File: src/rtl/aes_pkg.sv
// Shared AES constants, schedule state encoding and the inverse rcon step.
// Used by the inverse key schedule and, later, the encrypt side.
package aes_pkg;

  localparam int Nb = 4;
  localparam int Nk = 4;
  localparam int Nr = 10;

  localparam logic [7:0] RCON_LAST = 8'h36;

  typedef enum logic [1:0] {
    IDLE,
    EMIT,
    FIN
  } state_e;

  // Division by x in GF(2^8): undoes one forward rcon doubling.
  function automatic logic [7:0] rcon_inv_step(
    input logic [7:0] rc
  );
    logic [7:0] r;
    if (rc[0]) r = ((rc ^ 8'h1b) >> 1) | 8'h80;
    else       r = rc >> 1;
    return r;
  endfunction

endpackage

File: src/rtl/aes_sub_word.sv
// Four forward AES S-box lookups on a 32-bit word, purely combinational.
// The S-box is the GF(2^8) inverse (a^254) followed by the affine map.
module aes_sub_word (
  input  logic [31:0] word_i,
  output logic [31:0] word_o
);

  function automatic logic [7:0] gf_mul(
    input logic [7:0] x,
    input logic [7:0] y
  );
    logic [7:0] p;
    logic [7:0] a;
    p = 8'h00;
    a = x;
    for (int i = 0; i < 8; i++) begin
      if (y[i]) p = p ^ a;
      a = {a[6:0], 1'b0} ^ (a[7] ? 8'h1b : 8'h00);
    end
    return p;
  endfunction

  function automatic logic [7:0] sbox(
    input logic [7:0] x
  );
    logic [7:0] sq;
    logic [7:0] inv;
    sq  = x;
    inv = 8'h01;
    for (int i = 1; i < 8; i++) begin
      sq  = gf_mul(sq, sq);
      inv = gf_mul(inv, sq);
    end
    return inv
         ^ {inv[6:0], inv[7]}
         ^ {inv[5:0], inv[7:6]}
         ^ {inv[4:0], inv[7:5]}
         ^ {inv[3:0], inv[7:4]}
         ^ 8'h63;
  endfunction

  assign word_o = {
    sbox(word_i[31:24]),
    sbox(word_i[23:16]),
    sbox(word_i[15:8]),
    sbox(word_i[7:0])
  };

endmodule

File: src/rtl/inv_key_schedule.sv
// Iterative AES-128 inverse key schedule: emits round keys 10 down to 0
// from a single 128-bit state register, one key per handshake.
module inv_key_schedule
  import aes_pkg::*;
#(
  parameter int Nk = 4,
  parameter int Nr = 10,
  parameter int Nb = 4
) (
  input  logic         clk,
  input  logic         rst_n,
  input  logic         start,
  input  logic [127:0] last_key_in,
  output logic         busy,
  output logic         key_valid,
  input  logic         key_ready,
  output logic [127:0] key_out,
  output logic [3:0]   round_idx,
  output logic         done
);

  if (Nk != 4 || Nr != 10 || Nb != 4) begin : g_bad_cfg
    $error("inv_key_schedule supports AES-128 only");
  end

  state_e       state_q, state_d;
  logic [127:0] key_q, key_d;
  logic [7:0]   rcon_q, rcon_d;
  logic [3:0]   round_q, round_d;
  logic         busy_q, busy_d;
  logic         valid_q, valid_d;
  logic         done_q, done_d;

  logic [31:0]  w0, w1, w2, w3;
  logic [31:0]  p0, p1, p2, p3;
  logic [31:0]  sw;
  logic [127:0] prev_key;

  assign {w0, w1, w2, w3} = key_q;

  assign p3 = w3 ^ w2;
  assign p2 = w2 ^ w1;
  assign p1 = w1 ^ w0;

  aes_sub_word u_sub_word (
    .word_i ({p3[23:0], p3[31:24]}),
    .word_o (sw)
  );

  assign p0       = w0 ^ sw ^ {rcon_q, 24'h0};
  assign prev_key = {p0, p1, p2, p3};

  always_comb begin
    state_d = state_q;
    key_d   = key_q;
    rcon_d  = rcon_q;
    round_d = round_q;
    busy_d  = busy_q;
    valid_d = valid_q;
    done_d  = 1'b0;
    unique case (state_q)
      IDLE: begin
        if (start) begin
          state_d = EMIT;
          key_d   = last_key_in;
          rcon_d  = RCON_LAST;
          round_d = 4'(Nr);
          busy_d  = 1'b1;
          valid_d = 1'b1;
        end
      end
      EMIT: begin
        if (key_ready) begin
          if (round_q == 4'd0) begin
            state_d = FIN;
            valid_d = 1'b0;
            done_d  = 1'b1;
          end else begin
            key_d   = prev_key;
            round_d = round_q - 4'd1;
            rcon_d  = rcon_inv_step(rcon_q);
          end
        end
      end
      FIN: begin
        state_d = IDLE;
        busy_d  = 1'b0;
      end
      default: begin
        state_d = IDLE;
        busy_d  = 1'b0;
        valid_d = 1'b0;
      end
    endcase
  end

  always_ff @(posedge clk) begin
    if (!rst_n) begin
      state_q <= IDLE;
      key_q   <= '0;
      rcon_q  <= '0;
      round_q <= '0;
      busy_q  <= 1'b0;
      valid_q <= 1'b0;
      done_q  <= 1'b0;
    end else begin
      state_q <= state_d;
      key_q   <= key_d;
      rcon_q  <= rcon_d;
      round_q <= round_d;
      busy_q  <= busy_d;
      valid_q <= valid_d;
      done_q  <= done_d;
    end
  end

  assign busy      = busy_q;
  assign key_valid = valid_q;
  assign key_out   = key_q;
  assign round_idx = round_q;
  assign done      = done_q;

endmodule

File: config.mk
export PLATFORM = sky130hd
export DESIGN_NAME = inv_key_schedule
export DESIGN_NICKNAME = d
export VERILOG_FILES = /design/src/rtl/aes_pkg.sv /design/src/rtl/aes_sub_word.sv /design/src/rtl/inv_key_schedule.sv
export SDC_FILE = /design/constraint.sdc
export NUM_CORES = 2
export LEC_CHECK = 0
export BUFFER_PORTS_ARGS = -buffer_cell sky130_fd_sc_hd__buf_2
export CORE_MARGIN = 4
export CORE_UTILIZATION = 35
export DETAILED_ROUTE_END_ITERATION = 8
export PLACE_DENSITY = 0.48
export SLEW_MARGIN = 30
export SYNTH_ARGS = -nofsm -noshare
export SYNTH_HDL_FRONTEND = slang
export SYNTH_HIERARCHICAL = 1
export SYNTH_SLANG_ARGS = --single-unit
File: constraint.sdc
create_clock -name clk -period 20.3 [get_ports clk]
set_input_delay 2.03 -clock clk [delete_from_list [all_inputs] [get_ports clk]]
set_output_delay 2.03 -clock clk [all_outputs]
set_load 0.01 [all_outputs]
---- Word level (Yosys, flattened, before mapping) ----
Index checks and enable logic that the tools add are counted.
storage, ports and cells
  register bits ........................... 145
  bits of input ports ..................... 132
  output and inout port bits .............. 135
  word-level logic and storage cells ...... 1641
cells by class
  $add $sub $neg .......................... 1
  equal/unequal tests ..................... 6
  muxes and demuxes ....................... 835
  bitwise logic cells ..................... 784
  reductions and logical operators ........ 8
operator list
  cell                 number
  $xor 8x8->8          744
  $mux 8               424
  $mux 5               368
  $mux 128             3
  $pmux 128 s2         1
  $xor 32x32->32       5
  $mux 4               7
  $mux 7               4
  $not 1->1 const A    28
  $mux 6               4
  $not 4->4            5
  $pmux 8 s2           1
  $mux 2               7
  $mux 3               4
  $mux 1               8
  $ne 2x2->1 const B   4
  $pmux 4 s2           1
  $reduce_and 4->1     2
  $reduce_and 3->1     2
  $logic_not 4->1      1
  $pmux 2 s2           1
  $sub 4x1->4 const B  1
  $pmux 1 s3           1
  $eq 2x1->1 const B   1
  6 further kinds      7

---- Depth between registers and ports, before layout ----
  depth after elaboration ................. 138
  depth in mapped cells ................... 70
  depth with buffers taken out ............ 62

---- By module ----
Netlist, hierarchy kept.
modules (own cells, without submodules)
  module            instances  cells an instance  area each (µm²)  seq. area each (µm²)
  aes_sub_word      1          7927               57337.5          0.0
  inv_key_schedule  1          1012               7935.1           2902.8

---- Worst setup path after synthesis ----
No wires, ideal clock.
  path kind ............................... flip-flop to flip-flop
  start point ............................. reg key_q[40] (netlist: key_out[40])
  end point ............................... reg key_q[116] (netlist: key_out[116])
  setup time .............................. 92 ps
  arrival time ............................ 15511 ps
  required time ........................... 20208 ps
  setup slack ............................. 4697 ps
  stages on the path, launching flop included .. 69
  path buffers ............................ 12
  clock period less this slack ............ 15603 ps
  cell sequence ........................... dfxtp_1 xor2_1 ha_1 buf_2 nand2_1 xnor2_1 inv_1 buf_2 clkbuf_1 clkbuf_1 ha_1 clkbuf_1 inv_1 nor2_1 xnor2_1 xnor2_1 clkinv_1 clkbuf_1 (+33 left out) a31oi_1 xnor2_1 buf_2 buf_2 nor2_1 a22oi_1 o311ai_0 a21oi_1 xnor2_1 mux4_2 xor2_1 clkbuf_1 nor2_1 xnor2_1 xor3_1 xnor2_1 a22oi_1 o32ai_1
between the ends
  longest elaborated chain between the ends .. 134
  elaborated cells between the ends (all ways) .. 388
  those cells by class .................... 199 x mux; 189 x bitwise
RTL lines
  what                              line                     source
  start: declaration                inv_key_schedule.sv:27   logic [127:0] key_q, key_d;
  start signal: assignment          inv_key_schedule.sv:108  key_q <= key_d;
  $xor 32x32->32 (*)                inv_key_schedule.sv:41   assign p3 = w3 ^ w2;
  net p3[8]                         inv_key_schedule.sv:35   logic [31:0] p0, p1, p2, p3;
  $mux 8                            aes_sub_word.sv:17       if (y[i]) p = p ^ a;
  $xor 8x8->8                       aes_sub_word.sv:17
  $mux 8                            aes_sub_word.sv:17
  $xor 8x8->8                       aes_sub_word.sv:17
  $mux 8                            aes_sub_word.sv:17
  $xor 8x8->8                       aes_sub_word.sv:17
  (+119 left out)                   --
  $xor 8x8->8                       aes_sub_word.sv:36       ^ {inv[5:0], inv[7:6]}
  $xor 8x8->8                       aes_sub_word.sv:37       ^ {inv[4:0], inv[7:5]}
  $xor 8x8->8 (*)                   aes_sub_word.sv:38       ^ {inv[3:0], inv[7:4]}
  net sw[20]                        inv_key_schedule.sv:36   logic [31:0] sw;
  $xor 32x32->32 (*) (2 in series)  inv_key_schedule.sv:50   assign p0 = w0 ^ sw ^ {rcon_q, 24'h0};
  $mux 128 (*)                      inv_key_schedule.sv:74   if (round_q == 4'd0) begin
  $mux 128 (*)                      inv_key_schedule.sv:73   if (key_ready) begin
  $pmux 128 s2 (*)                  inv_key_schedule.sv:61   unique case (state_q)
The timed path passes the listed nets; every way through them passes the cells marked *. The select of a mux whose other input is x is not followed.
A chain may end at the register's enable or synchronous reset.

---- Worst setup path after layout ----
  start point ............................. reg key_q[48] (netlist: key_out[48])
  end point ............................... reg key_q[127] (netlist: key_out[127])
between the ends
  longest elaborated chain between the ends .. 133
  elaborated cells between the ends (all ways) .. 388
  those cells by class .................... 199 x mux; 189 x bitwise
RTL lines
  what                              line
  $xor 32x32->32 (*)                inv_key_schedule.sv:41
  net p3[16]                        inv_key_schedule.sv:35
  $mux 8                            aes_sub_word.sv:17
  $xor 8x8->8                       aes_sub_word.sv:17
  $mux 8                            aes_sub_word.sv:17
  $xor 8x8->8                       aes_sub_word.sv:17
  $mux 8                            aes_sub_word.sv:17
  $xor 8x8->8                       aes_sub_word.sv:17
  (+118 left out)                   --
  $xor 8x8->8                       aes_sub_word.sv:36
  $xor 8x8->8                       aes_sub_word.sv:37
  $xor 8x8->8 (*)                   aes_sub_word.sv:38
  net sw[31]                        inv_key_schedule.sv:36
  $xor 32x32->32 (*) (2 in series)  inv_key_schedule.sv:50
  $mux 128 (*)                      inv_key_schedule.sv:74
  $mux 128 (*)                      inv_key_schedule.sv:73
  $pmux 128 s2 (*)                  inv_key_schedule.sv:61
Marks and branches as above.

==> metrics.csv <==
stage,metric,value,unit
status,status,"finished, final reports clean",
yosys,syn_nets,9101,
global_routing,grt_pass1_wl,370000,um
global_routing,grt_antenna_before_repair,4,
clock_tree,clk_latency,0.52,ns
placed_design,io_buffers,266,
run,max-cap-violations,0,
setup_path,critPathLaunchType,flip-flop,
global_routing,overflow,0,
floorplan,floorplan.initialDensity,35.20,%
timing,tns,0,ns
global_routing,grt_max_degree,76,
setup_path,cp-end-kind,flip-flop,
timing,hold_viol,0,
routing,wl_per_cell,21.07,um
routing,drt_iter0_markers,4732,
floorplan,coreArea,185400,um2
min_path,hold_class,flip-flop to flip-flop,
yosys,yosysUniqueCellTypes,129,
layout,drive_gt1_share,12.61,%
routing,antenna_left,0,
timing,rsz0062_at_grt,no,
clock_tree,tritoncts,done,
floorplan,io_pins,267,
clock_tree,htree_levels,4,
floorplan,die_h,439.9,um
global_routing,track_usage,23.76,%
timing,fin_crit_sh,93.00,%
timing,max_slew_margin,34.52,%
timing,fmax,0.05297,GHz
yosys,synth_edf_count,0,
floorplan,die_x,439.9,um
routing,vias,64160,
yosys,seq_area_frac_synth,4.447,%
timing,fin_skew,0.02031,ns
timing,setup_viol,0,
clock_tree,ctsHoldBuffers,0,
layout,nets,9071,
clock_tree,path_clk_slew,0.08,ns
routing,avgViaCountPerCell,5.626,
global_routing,grt_pass1_vias,60770,
routing,routed_wl,240200,um
floorplan,placement_rows,158,
layout,area_growth,8.409,%
yosys,async_reset_ff_share,0,%
setup_path,cp_common_cell,xnor2_1,
floorplan,die-area,193500,um2
timing,min_period,18.88,ns
setup_path,arrival,19.30,ns
yosys,synth_area,65270,um2
clock_tree,cts-root-buf,clkbuf_16,
layout,nFillCells,19610,
timing,tightest_slew,0.9751,ns
clock_tree,cts_sinks,145,
placed_design,finalWeightedCongestion,0.8827,
yosys,yosysWarnings,6,
clock_tree,cts_buffer_depth,2,
yosys,synthFlopType,dfxtp_1,
clock_tree,cts_buffers,17,
setup_path,critical_path_class,flip-flop to flip-flop,
setup_path,path_max_fanout,20,
setup_path,cp_slowest_cell,and4_1,
yosys,ys_ff_latch,145,
setup_path,cp.required,20.72,ns
yosys,avgSynthCellArea,7.302,um2
timing,slew_viol_final,0,
placed_design,dp_hpwl,177700,um
routing,post-route-drc-count,0,
routing,firstDrtPassIters,8,
setup_path,max_stage_delay,0.76,ns
yosys,syn_inst,8939,
clock_tree,post_cts_buffers,0,
-- per-layer routing --
layer	wire (um)	global-route usage, %	vias up
met2	111400	39.52	1895
met5	0	0	-
met4	11200	10.37	0
met1	107400	31.76	30760
met3	10250	1.449	309
li1	-	-	31200
-- stage by stage --
| step | setup WS [ns] | cells | util [%] | hold WS (ns) | cell area, um2 |
|---|---|---|---|---|---|
| finish | 1.421 | 11400 | 38.16 | 0.4824 | 70760 |
| global route | 0.1216 | 11400 | 38.16 | 0.5096 | 70760 |
| global placement | 0.6615 | 11370 | 37.64 | 0.4536 | 69800 |
| detailed placement | 0.7638 | 11370 | 37.74 | 0.4623 | 69970 |
| floorplan | 4.697 | 8939 | - | 0.4577 | 65270 |
| CTS | 0.6772 | 11400 | 38.07 | 0.4837 | 70590 |
-- sequential cells by signal, summed over array words and instances (netlist names) --
| signal | flops |
|---|---|
| done | 1 |
| key_valid | 1 |
| rcon_q | 8 |
| state_q | 2 |
| round_idx | 4 |
| busy | 1 |
| key_out | 128 |
-- final cells by class --
class                      count  area (um2)  area share, %
clock inverter                15       187.7         0.2652
multi-input combinational   8051       59980          84.76
clock buffer                  17       425.4         0.6012
sequential                   145        2907          4.108
inverter                     113       430.4         0.6083
timing repair buffer         581        3726          5.266
antenna                        2       5.005       0.007073
tap                         2480        3103          4.385
-- synth_stat cells, types with 37 or more instances --
cell	n	area share, %
dfxtp_1	145	4.4
o22ai_1	125	1.2
a32oi_1	37	0.50
o21ai_1	41	0.31
a31oi_1	102	0.98
o32ai_1	51	0.68
a22oi_1	88	1.0
xnor2_1	1529	21
nor2_1	1272	7.3
inv_1	86	0.49
o31ai_1	44	0.51
nor2b_1	77	0.74
nand3_1	254	1.9
xor2_2	43	1.1
o211ai_1	84	0.97
or3_1	45	0.43
mux2i_1	191	2.9
nand4_1	63	0.60
mux2_2	80	1.4
o21ai_0	407	3.1
buf_4	44	0.51
xnor3_1	263	9.1
buf_1	43	0.25
a211oi_1	85	0.98
o21a_1	39	0.45
nor3_1	246	1.9
nand2_1	955	5.5
and3_1	46	0.44
and2_1	60	0.58
nand2b_1	52	0.50
a21oi_1	470	3.6
buf_2	150	1.2
clkbuf_1	380	2.2
xor2_1	436	5.9
xnor2_2	101	2.5
xor3_1	37	1.3
-- cells by family after synthesis --
group	after synthesis	share of synthesized area, %
XOR/XNOR	2476	42.99
flip-flops	145	4.447
AND/OR/NAND/NOR	3253	22.08
adder cells (fa/ha/maj)	37	0.6824
AO/OA/AOI/OAI	2005	20.35
buffers and inverters	743	4.944
multiplexers	280	4.507
-- repair_timing --
action                                  CTS  global route
endpoints found under the setup margin    0             8
resized for setup                         0             5
hold endpoints to repair                  0             0
-- worst paths after layout --
kind                                 start                         to  slack (ns)  cells past startpoint
setup reg to reg  key_out[48]$_SDFFE_PN0P_  key_out[127]$_SDFFE_PN0P_        1.42                     59
setup / recovery  key_out[48]$_SDFFE_PN0P_  key_out[127]$_SDFFE_PN0P_        1.42                     59
hold / removal           busy$_SDFFE_PN0P_          busy$_SDFFE_PN0P_        0.48                      2
hold reg to reg          busy$_SDFFE_PN0P_          busy$_SDFFE_PN0P_        0.48                      2
-- worst max-delay path, delay by kind of cell, from the launching register on --
family | cells | cell delay, ns
buf+inv | 3 | 0.80
fa+ha+maj | 3 | 1.54
mux | 3 | 0.75
flops | 1 | 0.42
simple gates | 7 | 1.54
xor+xnor | 30 | 9.94
compound gates | 13 | 3.73
-- cells in the final DEF (no fill, tap or decap), types with 125 or more instances in the layout --
cell type / Yosys / final
nor3_1: 246 / 246
xor2_1: 436 / 414
nand2_1: 955 / 954
a21oi_1: 470 / 470
xnor2_2: 101 / 162
xnor2_1: 1529 / 1462
nor2_1: 1272 / 1269
mux2i_1: 191 / 191
xnor3_1: 263 / 262
nand3_1: 254 / 254
o22ai_1: 125 / 125
dfxtp_1: 145 / 144
o21ai_0: 407 / 406
buf_4: 44 / 314
buf_2: 150 / 265
Power is not shown: default switching activity piles up to over one toggle a cycle in this logic, so the estimate is an artifact.
